**config.mk**
```make
export PLATFORM = sky130hd
export DESIGN_NAME = mult_issue_ctrl
export DESIGN_NICKNAME = d
export VERILOG_FILES = /design/src/rtl/mult_issue_ctrl.sv
export SDC_FILE = /design/constraint.sdc
export NUM_CORES = 1
export LEC_CHECK = 0
export BUFFER_PORTS_ARGS = -buffer_cell sky130_fd_sc_hd__buf_2
export CAP_MARGIN = 20
export CORE_AREA = 4 4 85 87
export DETAILED_ROUTE_END_ITERATION = 16
export DIE_AREA = 0 0 89 91
export GPL_ROUTABILITY_DRIVEN = 1
export PLACE_DENSITY = 0.83
export SYNTH_ARGS = -nofsm -noshare
export SYNTH_HDL_FRONTEND = slang
export SYNTH_SLANG_ARGS = --single-unit
export TNS_END_PERCENT = 30
```
**constraint.sdc**
```tcl
create_clock -name clk_i -period 3.2 [get_ports clk_i]
set_clock_uncertainty 0.1 [all_clocks]
set_input_delay 0.32 -clock clk_i [delete_from_list [all_inputs] [get_ports clk_i]]
set_output_delay 0.32 -clock clk_i [all_outputs]
set_load 0.01 [all_outputs]
```
**src/rtl/mult_issue_ctrl.sv**
```systemverilog
// Issue/writeback controller for a fixed-latency multiplier: accepts M-extension
// requests, starts the multiplier, guards it with a watchdog and holds the response.
module mult_issue_ctrl #(
  parameter int unsigned DATA_WIDTH = 32,
  parameter int unsigned LATENCY    = 3,
  parameter int unsigned RD_WIDTH   = 5
) (
  input  logic                  clk_i,
  input  logic                  rst_ni,
  input  logic                  req_valid_i,
  output logic                  req_ready_o,
  input  logic [2:0]            req_op_i,
  input  logic [DATA_WIDTH-1:0] req_a_i,
  input  logic [DATA_WIDTH-1:0] req_b_i,
  input  logic [RD_WIDTH-1:0]   req_rd_i,
  input  logic                  flush_i,
  output logic                  mul_start_o,
  output logic [2:0]            mul_op_o,
  output logic [DATA_WIDTH-1:0] mul_a_o,
  output logic [DATA_WIDTH-1:0] mul_b_o,
  input  logic [DATA_WIDTH-1:0] mul_result_i,
  input  logic                  mul_done_i,
  output logic                  rsp_valid_o,
  input  logic                  rsp_ready_i,
  output logic [DATA_WIDTH-1:0] rsp_data_o,
  output logic [RD_WIDTH-1:0]   rsp_rd_o,
  output logic                  rsp_err_o,
  output logic                  busy_o
);

  localparam int unsigned      CNT_W       = $clog2(LATENCY + 3) + 1;
  localparam logic [CNT_W-1:0] CNT_ONE     = CNT_W'(1);
  localparam logic [CNT_W-1:0] CNT_TIMEOUT = CNT_W'(LATENCY + 2);

  typedef enum logic [1:0] {
    IDLE = 2'd0,
    WAIT = 2'd1,
    RESP = 2'd2
  } state_e;

  state_e                  state_q;
  logic [CNT_W-1:0]        wdog_q;
  logic [DATA_WIDTH-1:0]   data_q;
  logic [RD_WIDTH-1:0]     rd_q;
  logic                    err_q;
  logic                    accept_s;
  logic                    illegal_s;

  assign illegal_s   = req_op_i[2];
  assign req_ready_o = !flush_i && ((state_q == IDLE) || ((state_q == RESP) && rsp_ready_i));
  assign accept_s    = req_valid_i && req_ready_o;
  // Gated by reset so no start can leak to the multiplier while the block is held in reset.
  assign mul_start_o = rst_ni && accept_s && !illegal_s;
  assign mul_op_o    = req_op_i;
  assign mul_a_o     = req_a_i;
  assign mul_b_o     = req_b_i;

  assign rsp_valid_o = (state_q == RESP);
  assign busy_o      = (state_q != IDLE);
  assign rsp_data_o  = data_q;
  assign rsp_rd_o    = rd_q;
  assign rsp_err_o   = err_q;

  // Control FSM with watchdog and response holding registers; flush beats everything.
  always_ff @(posedge clk_i or negedge rst_ni) begin
    if (!rst_ni) begin
      state_q <= IDLE;
      wdog_q  <= '0;
      data_q  <= '0;
      rd_q    <= '0;
      err_q   <= 1'b0;
    end else if (flush_i) begin
      state_q <= IDLE;
      wdog_q  <= '0;
    end else if (accept_s) begin
      rd_q    <= req_rd_i;
      data_q  <= '0;
      err_q   <= illegal_s;
      wdog_q  <= CNT_ONE;
      state_q <= illegal_s ? RESP : WAIT;
    end else begin
      case (state_q)
        IDLE: begin
          state_q <= IDLE;
        end
        WAIT: begin
          if (mul_done_i) begin
            data_q  <= mul_result_i;
            state_q <= RESP;
          end else if (wdog_q == CNT_TIMEOUT) begin
            data_q  <= '0;
            err_q   <= 1'b1;
            state_q <= RESP;
          end else begin
            wdog_q  <= wdog_q + CNT_ONE;
          end
        end
        RESP: begin
          if (rsp_ready_i) begin
            state_q <= IDLE;
          end else begin
            state_q <= RESP;
          end
        end
        default: begin
          state_q <= IDLE;
        end
      endcase
    end
  end

endmodule
```
==> impl_metrics.csv, run 1 <==
group,metric,value,unit
clock_network,path_clk_slew,0.09,ns
floorplanning,die_w,89,um
synth,synth-warning-count,0,
grt,antenna_found_initial,0,
setup_path,arrival,1.97,ns
cells_and_area,layout_common_cells,"buf_2 (86), dfrtp_1 (44), a21oi_1 (34)",
drt,drt_iter0_markers,108,
floorplanning,pin_count,219,
synth,syn_inst,278,
clock_network,cts_max_level,2,
grt,overflow,0,
run_status,status,"complete, no violations",
setup_path,cp-end-kind,"output pin",
power,ir_drop,457,uV
sta,finalHoldViolations,0,
drt,routedWlPerCell,18.4,um
setup_path,crit_slowest_cell,"a21oi_1",
setup_path,cp_top_family,"compound AO/OA/AOI/OAI gates",
placed_design,io_buffers,86,
sta,max_freq,0.419,GHz
power,p_leak,1.30,nW
synth,synth_area_leaders,"dfrtp_1 (41%), buf_4 (19%), nand3b_1 (9.1%), a22oi_1 (8.9%), a21oi_1 (6.3%)",
setup_path,ff2ff_setup_slack,1.00,ns
grt,grt_max_degree,45,
clock_network,clk_latency,0.30,ns
hold_path,hp-class,"in2async",
sta,grt_setup_unrepaired,"no",
sta,period_needed,2.39,ns
cells_and_area,fin_nets,405,
setup_path,cp.required,2.78,ns
placed_design,dp_hpwl,4880,um
grt,grt_pass1_wl,10700,um
cells_and_area,final_common_cell,"buf_2",
clock_network,cts-resized-gates,0,
drt,dr_total_vias,2093,
clock_network,cts_buffers,5,
floorplanning,dieArea,0.00810,sq mm
synth,ys_ff_latch,44,
grt,grt_pass1_vias,2092,
drt,wl,6790,um
power,p_per_area,678,mW/mm^2
drt,avgViaCountPerCell,5.69,
job,cap_violations,0,
setup_path,path_class,"reg2out",
drt,drc,0,
sta,tightest_slew,0.867,ns
floorplanning,core_area,0.00635,sq mm
synth,syn_nets,393,
cells_and_area,finish.utilization,43.8,%
floorplanning,die_h,91,um
synth,netlist.area_leader.share,40.6,%
floorplanning,start_util,42.7,%
sta,finalSetupViolations,0,
clock_network,cts_root_buf,"clkbuf_8",
cells_and_area,num-fill-cells,617,
setup_path,crit_path_start_kind,"register",
cells_and_area,drive_above_1_share,34.4,%
setup_path,cp_max_fo,7,
synth,synth_cell_types,33,
sta,slew_viol_final,0,
clock_network,cts_buffer_depth,2,
synth,synth_seq_area_share,40.6,%
sta,maxSlewHeadroom,42.0,%
grt,grt_usage,16.5,%
cells_and_area,diodes,0,
setup_path,crit_chain,"inv_1 -> ha_1 -> a21oi_1 -> nor3_1 -> and2_1 -> buf_2",
setup_path,critPathBufInv,2,
clock_network,cts_tree,"built",
drt,ant_nets,0,
setup_path,slowest_delay,0.47,ns
synth,yosys.area.top_type,"dfrtp_1",
clock_network,cts_setup_buffers,0,
floorplanning,num_rows,29,
clock_network,clock-sinks,44,
synth,netlist_area,0.00271,sq mm
clock_network,ctsHoldBuffers,0,
sta,setup_tns,0,ns
placed_design,gp_congestion,0.847,
sta,min_period_over_period,74.6,%
cells_and_area,syn_to_final_growth,2.63,%
drt,dr.pass1.iters,5,
synth,syn_avg_cell_area,9.76,sq um
[cell usage after synthesis]
master / count
a21oi_1: 34
mux2_1: 5
o21ai_0: 1
buf_2: 10
o211a_1: 1
o221ai_1: 1
and3b_4: 1
nand3_1: 2
nor3_1: 1
or4_1: 1
clkbuf_1: 8
nand2b_1: 4
nor3b_1: 1
buf_4: 67
and3_1: 1
a311oi_1: 1
nor2_2: 1
a22oi_1: 32
inv_1: 7
a31oi_1: 3
ha_1: 5
a2111oi_0: 1
or2_1: 1
a211oi_1: 1
a41o_1: 1
nor2b_1: 3
nor2_1: 2
o31ai_1: 1
and3b_1: 1
dfrtp_1: 44
and2_1: 1
or3_1: 2
nand3b_1: 33
[report_power, final]
group	internal [mW]	switching [mW]	leakage (nW)
Sequential	0.737	0.140	0.545
Combinational	0.321	0.332	0.715
Clock	0.155	0.204	0.0404
[path summary, 6_finish.rpt]
kind | endpoint | startpoint | cells after the start
worst min register to register | rsp_rd_o[0] | rsp_rd_o[0] | 1
worst max-delay path | mul_start_o | state_q[0] | 6
max in group asynchronous | rsp_data_o[29] | rst_ni | 2
worst min-delay path | rsp_data_o[2] | rst_ni | 2
min in group clk_i | rsp_rd_o[0] | req_rd_i[0] | 2
worst max register to register | rsp_rd_o[4] | state_q[0] | 5
[sequential cells by signal, indices dropped and copies added (netlist names)]
signal,count
rsp_data_o,32
rsp_rd_o,5
wdog_q,4
state_q,2
rsp_err_o,1
[metal layers]
metal | vias to the layer above | wire length, um | global-route usage (%)
met1 | 1018 | 2740 | 21.2
met2 | 98 | 3250 | 25.5
met3 | 32 | 528 | 4.43
li1 | 945 | - | -
met5 | - | 0 | 0
met4 | 0 | 265 | 8.19
[logic make-up (layout without fill, tap and decap cells)]
kind of cell    count (synthesis)  after routing  share of synthesized area, %
fa+ha+maj                       5              5                          2.31
compound gates                 77             77                          18.3
simple gates                   55             55                          14.3
buf+inv                        92            105                          22.5
flops                          44             44                          40.6
mux                             5              5                          2.08
[worst reg2reg max path: stages (launching register included)]
cell     delay, ns
dfrtp_1       0.41
inv_1         0.09
ha_1          0.18
a21oi_1       0.18
nor2_4        0.73
mux2_1        0.40
[final cells by class]
cell class | count | area (sq um) | share of cell area (%)
inverters | 7 | 26.3 | 0.944
clock inverters | 3 | 23.8 | 0.854
well taps | 77 | 96.3 | 3.46
repair buffers | 90 | 460 | 16.5
clock buffers | 5 | 68.8 | 2.47
flip-flops and latches | 44 | 1100 | 39.6
multi-input cells | 142 | 1010 | 36.2
[per-stage QoR]
step | std cells | power [mW] | cell area (sq um) | hold slack (ns) | setup slack [ns]
floorplan | 278 | 1.32 | 2710 | -0.0756 | 1.45
global route | 368 | 2.02 | 2780 | 0.105 | 0.639
global placement | 360 | 1.52 | 2690 | 0.364 | 1.06
finish | 368 | 1.89 | 2780 | 0.0635 | 0.812
detailed placement | 360 | 1.55 | 2690 | 0.374 | 0.988
CTS | 368 | 1.91 | 2780 | 0.0731 | 0.805
No activity file was read; power rests on OpenSTA's default activity.
==> inputs of run 2 (changes only) <==
--- a/config.mk
+++ b/config.mk
@@ -7,11 +7,11 @@
 export LEC_CHECK = 0
 export BUFFER_PORTS_ARGS = -buffer_cell sky130_fd_sc_hd__buf_2
 export CAP_MARGIN = 20
-export CORE_AREA = 4 4 85 87
+export CORE_AREA = 4 4 88 90
 export DETAILED_ROUTE_END_ITERATION = 16
-export DIE_AREA = 0 0 89 91
+export DIE_AREA = 0 0 92 94
 export GPL_ROUTABILITY_DRIVEN = 1
-export PLACE_DENSITY = 0.83
+export PLACE_DENSITY = 0.78
 export SYNTH_ARGS = -nofsm -noshare
 export SYNTH_HDL_FRONTEND = slang
 export SYNTH_SLANG_ARGS = --single-unit
==> constraint.sdc (replaced) <==
create_clock -name clk_i -period 2.2 [get_ports clk_i]
set_clock_uncertainty 0.1 [all_clocks]
set_input_delay 0.22 -clock clk_i [delete_from_list [all_inputs] [get_ports clk_i]]
set_output_delay 0.22 -clock clk_i [all_outputs]
set_load 0.01 [all_outputs]
==> impl_metrics.csv, run 2 (synthesis results as in run 1) <==
group,metric,value,unit
floorplanning,die_w,92,um
sta,period_needed,2.03,ns
drt,dr.pass1.iters,6,
placed_design,gp_congestion,0.847,
cells_and_area,num-fill-cells,737,
sta,min_period_over_period,92.3,%
drt,ant_nets,0,
setup_path,critPathBufInv,3,
cells_and_area,layout.area.seq,0.00110,sq mm
drt,dr_total_vias,2114,
setup_path,crit_slowest_cell,"dfrtp_1",
clock_network,cts_setup_buffers,0,
placed_design,io_buffers,86,
clock_network,clk_latency,0.28,ns
drt,drt_iter0_markers,177,
cells_and_area,largest_reg_flops,32,
clock_network,cts_buffers,5,
cells_and_area,layout_common_cells,"buf_2 (86), dfrtp_1 (44), a21oi_1 (34)",
power,p_clk_share,20.9,%
sta,slew_viol_final,0,
setup_path,slowest_delay,0.37,ns
grt,grt_max_degree,45,
setup_path,cp.required,1.88,ns
sta,setup_tns,0,ns
job,cap_violations,0,
drt,avgViaCountPerCell,5.34,
floorplanning,start_util,38.4,%
cells_and_area,final_cells,396,
setup_path,crit_chain,"inv_1 -> ha_1 -> a21oi_1 -> buf_4 -> nor3_2 -> and2_1 -> buf_2",
placed_design,placed_cells,390,
cells_and_area,multi_input_area,0.00101,sq mm
placed_design,dp_hpwl,5010,um
run_status,status,"finished, violations left",
clock_network,path_clk_slew,0.08,ns
grt,grt_pass1_vias,2100,
sta,tightest_slew,0.595,ns
sta,grt_setup_unrepaired,"no",
power,p_leak,1.35,nW
sta,finalHoldViolations,44,
power,power.share.sequential,45.3,%
sta,worst_hold_slack,-0.0412,ns
hold_path,hp-class,"in2async",
setup_path,cp_max_fo,6,
cells_and_area,drive_above_1_share,36.0,%
setup_path,crit_path_start_kind,"register",
run_status,violations,"negative hold slack",
sta,finalSetupViolations,0,
power,power.internal,1.87,mW
power,comb_power_share,33.8,%
power,ir_drop,527,uV
drt,routedWlPerCell,17.3,um
clock_network,cts_tree,"built",
floorplanning,dieArea,0.00865,sq mm
power,p_sw_share,33.4,%
grt,antenna_found_initial,0,
setup_path,arrival,1.71,ns
clock_network,cts_max_level,2,
floorplanning,core_area,0.00706,sq mm
floorplanning,die_h,94,um
drt,drc,0,
clock_network,cts_root_buf,"clkbuf_8",
clock_network,clock-sinks,44,
drt,wl,6860,um
grt,grt_usage,15.5,%
setup_path,cp-end-kind,"output pin",
cells_and_area,final_common_cell,"buf_2",
sta,maxSlewHeadroom,60.3,%
floorplanning,num_rows,31,
cells_and_area,syn_to_final_growth,6.09,%
setup_path,cp_top_family,"buffers and inverters",
cells_and_area,fin_nets,413,
floorplanning,pin_count,219,
grt,grt_pass1_wl,10800,um
clock_network,cts_buffer_depth,2,
grt,overflow,0,
cells_and_area,diodes,0,
setup_path,path_class,"reg2out",
power,p_per_area,976,mW/mm^2
sta,max_freq,0.493,GHz
power,switching_power,937,uW
==> run 2: changes by cell type in the layout (fill, tap and decap cells not counted) <==
| cell | change |
|---|---|
| buf_4 | +8 |
| clkinvlp_4 | -2 |
| nor3_2 | +1 |
| nor2_4 | -1 |
| clkinv_4 | -1 |
| nor3_1 | -1 |
| nor2_2 | +1 |
| bufinv_16 | +1 |
==> run 2: what timing repair did <==
action                     CTS  global route
setup endpoints to repair    0             1
hold buffers                 0             0
gates resized for setup      0             1
==> run 2: area by class of cell <==
class	count	area share (%)
Multi-Input combinational cell	142	35.0
Tap cell	99	4.30
Clock inverter	1	1.04
Inverter	7	0.913
Clock buffer	5	2.39
Sequential cell	44	38.3
Timing Repair Buffer	98	18.1
==> run 2: layer usage <==
| metal | share of wire, % | global-route usage (%) | vias to the layer above |
|---|---|---|---|
| met3 | 7.5 | 4.09 | 32 |
| li1 | - | - | 956 |
| met2 | 50 | 26.3 | 100 |
| met5 | 0 | 0 | - |
| met1 | 39 | 18.3 | 1026 |
| met4 | 3.4 | 7.43 | 0 |
==> run 2: final timing paths <==
check | startpoint | endpoint | slack, ns | cells after the start
setup reg to reg | state_q[0] | rsp_data_o[26] | 0.33 | 6
hold reg to reg | rsp_rd_o[4] | rsp_rd_o[4] | 0.39 | 1
max in group asynchronous | rst_ni | rsp_data_o[19] | 1.65 | 2
hold / removal | rst_ni | rsp_data_o[4] | -0.04 | 2
min in group clk_i | req_rd_i[2] | rsp_rd_o[2] | 0.04 | 2
setup / recovery | state_q[0] | mul_start_o | 0.17 | 7
==> run 2: power by group through the flow <==
stage / logic, mW / clock network (mW) / registers [mW]
final: 0.949 / 0.587 / 1.27
after floorplan: 0.538 / 0 / 1.39
after global routing: 1.06 / 0.638 / 1.31
after global placement: 0.941 / 0 / 1.28
after CTS: 0.966 / 0.599 / 1.28
after detailed placement: 0.964 / 0 / 1.29
==> run 2: stage by stage <==
| step | setup slack, ns | power [mW] | util [%] | instance area [sq um] |
|---|---|---|---|---|
| finish | 0.170 | 2.81 | 40.8 | 2880 |
| global route | 0.0538 | 3.01 | 40.8 | 2880 |
| CTS | 0.0895 | 2.84 | 40.7 | 2870 |
| detailed placement | 0.321 | 2.25 | 39.3 | 2770 |
| global placement | 0.411 | 2.22 | 39.3 | 2770 |
| floorplan | 0.489 | 1.93 | - | 2710 |
